[src/rtl/mux_tree_pkg.sv]
// Shared mode encodings and the round-robin channel search used by mux_tree_pipe.
// Supports select widths up to MAX_SEL.
package mux_tree_pkg;

    localparam logic MODE_EXT  = 1'b0;
    localparam logic MODE_SCAN = 1'b1;

    localparam int unsigned MAX_SEL = 6;
    localparam int unsigned MAX_N   = 1 << MAX_SEL;

    // First enabled channel at or above ptr, wrapping at n-1 -> 0. Returns 0 for an empty mask.
    function automatic int unsigned next_enabled(
        input logic [MAX_SEL-1:0] ptr,
        input logic [MAX_N-1:0]   mask,
        input int unsigned        n
    );
        int unsigned idx;
        int unsigned ch;
        logic        found;
        ch    = 0;
        found = 1'b0;
        for (int unsigned d = 0; d < MAX_N; d++) begin
            idx = (32'(ptr) + d) % n;
            if (!found && (d < n) && mask[idx[MAX_SEL-1:0]]) begin
                ch    = idx;
                found = 1'b1;
            end
        end
        return ch;
    endfunction

endpackage

[src/rtl/mux_tree_pipe_stage.sv]
// One registered 2:1 reduction level of the mux tree; 1-cycle latency.
// Holds all state when i_adv is low.
module mux_stage #(
    parameter int WORDS = 8,
    parameter int W     = 8,
    parameter int TAGW  = 3,
    parameter int LVL   = 0
) (
    input  logic                     clk,
    input  logic                     rst_n,
    input  logic                     i_adv,
    input  logic                     i_vld,
    input  logic [WORDS*W-1:0]       i_dat,
    input  logic [TAGW-1:0]          i_tag,
    output logic                     o_vld,
    output logic [(WORDS/2)*W-1:0]   o_dat,
    output logic [TAGW-1:0]          o_tag
);

    localparam int OWORDS = WORDS / 2;

    logic                   r_vld;
    logic [OWORDS*W-1:0]    r_dat;
    logic [TAGW-1:0]        r_tag;
    logic [OWORDS*W-1:0]    w_red;

    // The tag is the original select, so the unconsumed select bits are the tag bits above LVL.
    always_comb begin
        w_red = '0;
        for (int j = 0; j < OWORDS; j++) begin
            w_red[j*W +: W] = i_tag[LVL] ? i_dat[(2*j+1)*W +: W] : i_dat[(2*j)*W +: W];
        end
    end

    always_ff @(posedge clk or negedge rst_n) begin
        if (!rst_n) begin
            r_vld <= 1'b0;
            r_dat <= '0;
            r_tag <= '0;
        end else if (i_adv) begin
            r_vld <= i_vld;
            r_dat <= w_red;
            r_tag <= i_tag;
        end
    end

    assign o_vld = r_vld;
    assign o_dat = r_dat;
    assign o_tag = r_tag;

endmodule

[src/rtl/mux_tree_pipe.sv]
// Pipelined N:1 mux tree with channel tag and optional round-robin scan; SEL-cycle latency.
// Whole pipe holds while o_valid && !o_ready; i_ready drops with it or on an empty scan mask.
module mux_tree_pipe
    import mux_tree_pkg::*;
#(
    parameter int W   = 8,
    parameter int SEL = 3
) (
    input  logic                 clk,
    input  logic                 rst_n,
    input  logic [(1<<SEL)*W-1:0] i,
    input  logic [SEL-1:0]       s,
    input  logic                 mode,
    input  logic [(1<<SEL)-1:0]  en_mask,
    input  logic                 i_valid,
    output logic                 i_ready,
    output logic [W-1:0]         o,
    output logic [SEL-1:0]       o_ch,
    output logic                 o_valid,
    input  logic                 o_ready
);

    localparam int N = 1 << SEL;

    logic            w_adv;
    logic            w_blocked;
    logic            w_acc;
    logic [SEL-1:0]  w_scan_ch;
    logic [SEL-1:0]  w_ch;
    logic [SEL-1:0]  r_ptr;

    assign w_adv     = !o_valid || o_ready;
    assign w_blocked = (mode == MODE_SCAN) && (en_mask == '0);
    assign i_ready   = w_adv && !w_blocked;
    assign w_acc     = i_valid && i_ready;

    assign w_scan_ch = SEL'(next_enabled(MAX_SEL'(r_ptr), MAX_N'(en_mask), N));
    assign w_ch      = (mode == MODE_EXT) ? s : w_scan_ch;

    always_ff @(posedge clk or negedge rst_n) begin
        if (!rst_n) begin
            r_ptr <= '0;
        end else if (w_acc && (mode == MODE_SCAN)) begin
            r_ptr <= w_scan_ch + SEL'(1);
        end
    end

    // All tree levels packed back to back: level j starts at word 2N - 2*(N>>j) and holds N>>j words.
    logic [(2*N-1)*W-1:0] w_lvl;
    logic                 w_vld [0:SEL];
    logic [SEL-1:0]       w_tag [0:SEL];

    assign w_lvl[N*W-1:0] = w_acc ? i : '0;
    assign w_vld[0]       = w_acc;
    assign w_tag[0]       = w_acc ? w_ch : '0;

    genvar k;
    generate
        for (k = 0; k < SEL; k++) begin : g_stage
            localparam int WIN  = N >> k;
            localparam int OFFI = 2*N - 2*(N >> k);
            localparam int OFFO = 2*N - 2*(N >> (k+1));

            mux_stage #(
                .WORDS (WIN),
                .W     (W),
                .TAGW  (SEL),
                .LVL   (k)
            ) u_stage (
                .clk   (clk),
                .rst_n (rst_n),
                .i_adv (w_adv),
                .i_vld (w_vld[k]),
                .i_dat (w_lvl[OFFI*W +: WIN*W]),
                .i_tag (w_tag[k]),
                .o_vld (w_vld[k+1]),
                .o_dat (w_lvl[OFFO*W +: (WIN/2)*W]),
                .o_tag (w_tag[k+1])
            );
        end
    endgenerate

    assign o       = w_lvl[(2*N-2)*W +: W];
    assign o_ch    = w_tag[SEL];
    assign o_valid = w_vld[SEL];

endmodule
[config.mk]
export PLATFORM = sky130hd
export DESIGN_NAME = mux_tree_pipe
export DESIGN_NICKNAME = d
export VERILOG_FILES = /design/src/rtl/mux_tree_pkg.sv /design/src/rtl/mux_tree_pipe_stage.sv /design/src/rtl/mux_tree_pipe.sv
export SDC_FILE = /design/constraint.sdc
export NUM_CORES = 1
export LEC_CHECK = 0
export BUFFER_PORTS_ARGS = -buffer_cell sky130_fd_sc_hd__buf_4
export CAP_MARGIN = 40
export CELL_PAD_IN_SITES_DETAIL_PLACEMENT = 1
export CELL_PAD_IN_SITES_GLOBAL_PLACEMENT = 1
export CORE_ASPECT_RATIO = 0.75
export CORE_MARGIN = 8
export CORE_UTILIZATION = 47
export CTS_BUF_LIST = sky130_fd_sc_hd__clkbuf_8 sky130_fd_sc_hd__clkbuf_16
export CTS_CLUSTER_DIAMETER = 40
export CTS_CLUSTER_SIZE = 40
export DETAILED_ROUTE_END_ITERATION = 12
export PLACE_DENSITY = 0.9
export SETUP_SLACK_MARGIN = 0.1
export SLEW_MARGIN = 25
export SYNTH_ARGS = -nofsm -noshare
export SYNTH_HDL_FRONTEND = slang
export SYNTH_HIERARCHICAL = 1
export SYNTH_SLANG_ARGS = --single-unit
[constraint.sdc]
create_clock -name clk -period 8.5 [get_ports clk]
set_input_delay 1.7 -clock clk [delete_from_list [all_inputs] [get_ports clk]]
set_output_delay 1.7 -clock clk [all_outputs]
set_load 0.01 [all_outputs]
Word-level counts from Yosys, hierarchy flattened

Index checks and enable logic that the tools add are counted.

Input port bits: 80
Register bits after elaboration: 71
Output and inout bits: 13
Logic and storage cells: 89

Magnitude comparators: 8
Add/sub/neg operators: 8
Mux-type cells: 41
Reductions and logical operators: 22

Operators by type and width:

| cell                | count |
|---|---|
| $mux 64             | 1 |
| $lt 3x7->1 const B  | 8 |
| $mux 8              | 7 |
| $mux 3              | 10 |
| $bmux 1 s3          | 8 |
| $mux 1              | 15 |
| $add 3x3->3 const B | 4 |
| $logic_and 1x1->1   | 11 |
| $logic_not 1->1     | 9 |
| $logic_not 8->1     | 1 |
| $add 3x1->3 const B | 2 |
| $add 3x2->3 const B | 2 |
| $logic_or 1x1->1    | 1 |

Longest topological paths before layout

Depth in word-level cells: 27
Mapped depth: 16
Mapped depth without buffers: 12

Cells and area by module

The synthesis kept the hierarchy.

Modules (own cells, without submodules):

| module                         | area each (um^2) | sequential area each (um^2) | instances | cells an instance |
|---|---|---|---|---|
| mux_tree_pipe                  | 1671.6           | 75.1                        | 1         | 199 |
| mux_stage (g_stage[0].u_stage) | 1664.1           | 900.9                       | 1         | 148 |
| mux_stage (g_stage[1].u_stage) | 899.6            | 500.5                       | 1         | 78 |
| mux_stage (g_stage[2].u_stage) | 538.0            | 300.3                       | 1         | 43 |

Worst setup path after synthesis

No wires, ideal clock.

Path type: input-to-output
Start: input port en_mask[3]
End: output port i_ready
Data required time: 6800 ps
Arrival time: 2553 ps
Buffers on the path: 1
Stages on the path: 4
Path slack: 4247 ps
Cell sequence: nor4_1 nand3b_1 o41a_1 clkbuf_1

Word-level cells in the longest chain between the ends: 4

RTL lines:

| element           | line                | source |
|---|---|---|
| start, declared   | mux_tree_pipe.sv:14 | `input logic [(1<<SEL)-1:0] en_mask,` |
| $logic_not 8->1   | mux_tree_pipe.sv:33 | `assign w_blocked = (mode == MODE_SCAN) && (en_mask == '0);` |
| $logic_and 1x1->1 | mux_tree_pipe.sv:33 |  |
| $logic_not 1->1   | mux_tree_pipe.sv:34 | `assign i_ready = w_adv && !w_blocked;` |
| $logic_and 1x1->1 | mux_tree_pipe.sv:34 |  |
| end, declared     | mux_tree_pipe.sv:16 | `output logic i_ready,` |

Every way passes these cells.

==> metrics.md <==
| Metric | Value |
|---|---|
| CTS tree | done |
| Endpoints failing hold | 0 |
| Clock Sinks | 71 |
| Slowest cell on crit path | dfrtp_1 |
| Clock transition at path regs | 0.06 ns |
| Hold WS | 0.514 ns |
| Fmax | roughly 190 MHz |
| Max-cap viol count | 0 |
| Clock Power Share | 0.166 |
| Cell internal pwr | 1.22 mW |
| Pwr per Cell Area | 380 mW/mm^2 |
| Synthesized area per cell | 10.2 um^2 |
| Crit-path max cell delay | a little under 0.8 ns |
| CP Data Required Time | 8.69 ns |
| Part of the cycle the worst path needs | 0.610 |
| Post-synthesis register bit count | 71 |
| Post-synth ARST share | 1.00 |
| Min Tclk post-route | between 5 and 6 ns |
| CTS resizes | 0 |
| Startpoint types | register |
| Sw frac | 0.436 |
| Setup slack, reg-to-reg | roughly 3.3 ns |
| Synthesis-to-finish area growth | 19.4% |
| Port Buffers | 92 |
| Detail Placement HPWL | 10500 um |
| First-pass GRT wire length | 24300 um |
| Clock Tree Buf Depth | 2 |
| Fin Clk Skew | 0.00490 ns |
| Remaining antenna violation count after routing | 0 |
| Largest net degree at the start of global routing | 71 |
| Starting Density | 0.473 |
| Crit-path cells | inv_2 > ha_1 > mux4_1 > a21oi_2 > a32oi_2 > nor3_2 > o221a_2 > a21oi_2 > a21oi_4 > buf_4 > mux2i_1 > a21oi_1 |
| Crit path top cell by count | a21oi_2 |
| Sequential Power Share | 0.301 |
| Crit path capture type | register |
| Sequential area share after synthesis | 0.372 |
| Actual slew at the worst max-slew pin | ~0.76 ns |
| FF+latch area | 0.00178 mm^2 |
| Post-Synthesis Cell Area | 0.00477 mm^2 |
| Final net count | 616 |
| Area of the multi-input gates | around 0.0027 mm^2 |
| Slew Limit Fails | 0 |
| I/O pin cnt | between 90 and 100 |
| Hold Crit Class | register to register |
| Die span in y | 103 um |
| Share of cells above drive strength 1 | 0.279 |
| Vias per inst | approximately 6.1 |
| Postcts setup bufs | 0 |
| Top FF cell, synth | dfrtp_1 |
| Total CTS buffers | 9 |
| Net Count, Synth | 551 |
| 1st-pass router iterations | 7 |
| Die ar. | around 0.014 mm^2 |
| 1st-iter DRT viols | 331 |
| Logic gate share of total power | 0.533 |
| Leak pwr | 2.71 nW |
| Vias in the first global route | 4334 |
| Core Region | 0.0101 mm^2 |
| Synth cell types | 51 |
| DRC errors left | 0 |
| Hold Buf Count CTS | 0 |
| Warnings from Yosys | 6 |
| CTS Root Cell | clkbuf_16 |
| Commonest non-fill, non-tap cell in the layout | buf_4 |
| Syn Inst Count | 468 |
| Placer Congestion | 0.841 |
| Setup CP Type | register to register |
| DRT Wirelength | 15200 um |
| Status | finished, final reports clean |
| Rows | 32 |
| Arrival time worst endpoint | 5.37 ns |
| GRT Total Usage | 0.226 |
| Setup violators final | 0 |
| Filler cells | approximately 1100 |
| Setup TNS Final | 0 ns |
| Most frequent cells in the layout | buf_4, dfrtp_1, mux2i_1, and3_1, nor2_1 |
| Antenna cells | 0 |
| Overflow after GRT | 0 |
| Via Count | 4082 |
| Initial antenna violation count | 0 |
| P_sw | 0.945 mW |
| Die Width | 132 um |
| Peak VDD IR | 0.000133 V |
| Htree depth | 3 |
| Worst Path Max Fanout | 33 |
| WL/cell | 22.5 um |
| Worst relative slew slack | 0.495 |
| Clock latency on the worst-skew pair | 0.33 ns |
| RSZ-0062 raised after global routing | false |
| Post-synth EDFFs | 0 |
-- layer usage --
layer / vias to the layer above / routed length (um) / track usage
met5: - / 0 / 0
met4: 0 / 308 / 0.0696
met3: 31 / 1410 / 0.0642
met2: 200 / 6730 / 0.347
met1: 2018 / 6740 / 0.306
li1: 1833 / - / -
-- kinds of logic after synthesis --
| family | after synthesis | share of synthesized area |
|---|---|---|
| and+or+nand+nor | 156 | 0.169 |
| muxes | 97 | 0.255 |
| AOI/OAI and AO/OA | 84 | 0.110 |
| DFF | 71 | 0.372 |
| buffers and inverters | 52 | 0.0760 |
| xor gates and xnor gates | 5 | 0.00918 |
| adders and majority gates | 3 | 0.00786 |
-- registers in the layout, summed over array words and instances, names as in the netlist --
signal / flops
g_stage.u_stage/o_tag: 9
g_stage.u_stage/o_dat: 56
r_ptr: 3
g_stage.u_stage/o_vld: 3
-- cells in the mapped netlist, types with 3 or more instances --
| cell | instances | area, um^2 |
|---|---|---|
| dfrtp_1 | 71 | 1780 |
| mux2i_1 | 67 | 671 |
| and3_1 | 66 | 413 |
| nor2_1 | 62 | 233 |
| a21oi_1 | 59 | 295 |
| clkbuf_1 | 16 | 60.1 |
| buf_2 | 13 | 65.1 |
| mux2_2 | 11 | 124 |
| nand2_1 | 9 | 33.8 |
| mux4_2 | 8 | 180 |
| buf_6 | 7 | 78.8 |
| inv_1 | 7 | 26.3 |
| mux4_1 | 7 | 184 |
| buf_12 | 4 | 80.1 |
| mux2_4 | 4 | 60.1 |
| a21oi_2 | 3 | 26.3 |
| and2_1 | 3 | 18.8 |
| clkbuf_8 | 3 | 41.3 |
| ha_1 | 3 | 37.5 |
| nand3_1 | 3 | 15.0 |
| o21ai_0 | 3 | 15.0 |
| o2bb2ai_1 | 3 | 26.3 |
| xor2_1 | 3 | 26.3 |
-- final cells by class --
cell class	count	share of cell area
clock buffer	11	0.0444
clock inverter	5	0.00571
inverter	8	0.00527
multi-input combinational	345	0.466
sequential	71	0.312
tap	136	0.0299
timing repair buffer	98	0.137
-- worst max-delay path, delay by kind of cell, from the launching register on --
kind	cells	cell delay (ns)
multiplexers	2	1.17
AO/OA/AOI/OAI	6	1.11
flip-flops	1	0.79
adder cells (fa/ha/maj)	1	0.78
buffers and inverters	2	0.69
AND/OR/NAND/NOR	1	0.46
-- metrics by stage --
| step | cell area [um^2] | setup slack (ns) | power [mW] | utilization | std cells |
|---|---|---|---|---|---|
| after floorplan | 4770 | 4.25 | 1.47 | - | 468 |
| after global placement | 5340 | 3.80 | 1.65 | 0.530 | 655 |
| after detailed placement | 5410 | 3.63 | 1.76 | 0.536 | 658 |
| after CTS | 5700 | 3.38 | 2.16 | 0.565 | 674 |
| after global routing | 5700 | 3.18 | 2.28 | 0.565 | 674 |
| final | 5700 | 3.32 | 2.17 | 0.565 | 674 |
-- power groups by stage --
stage	Clock (mW)	Sequential [mW]	Combinational (mW)
6_report	0.360	0.652	1.15
5_1_grt	0.374	0.671	1.24
4_1_cts	0.362	0.650	1.15
3_5_place_dp	0	0.648	1.11
3_3_place_gp	0	0.634	1.01
2_1_floorplan	0	0.577	0.889
-- final timing paths --
path                                        startpoint                          end  depth (start not counted)
max                                           r_ptr[0]  g_stage[0].u_stage/o_dat[2]                         12
min                        g_stage[1].u_stage/o_tag[1]  g_stage[2].u_stage/o_tag[1]                          1
max reg2reg                                   r_ptr[0]  g_stage[0].u_stage/o_dat[2]                         12
min reg2reg                g_stage[1].u_stage/o_tag[1]  g_stage[2].u_stage/o_tag[1]                          1
max in group asynchronous                        rst_n  g_stage[0].u_stage/o_tag[0]                          2
min in group asynchronous                        rst_n  g_stage[2].u_stage/o_tag[2]                          1
Power figures use the tool's default switching activity.
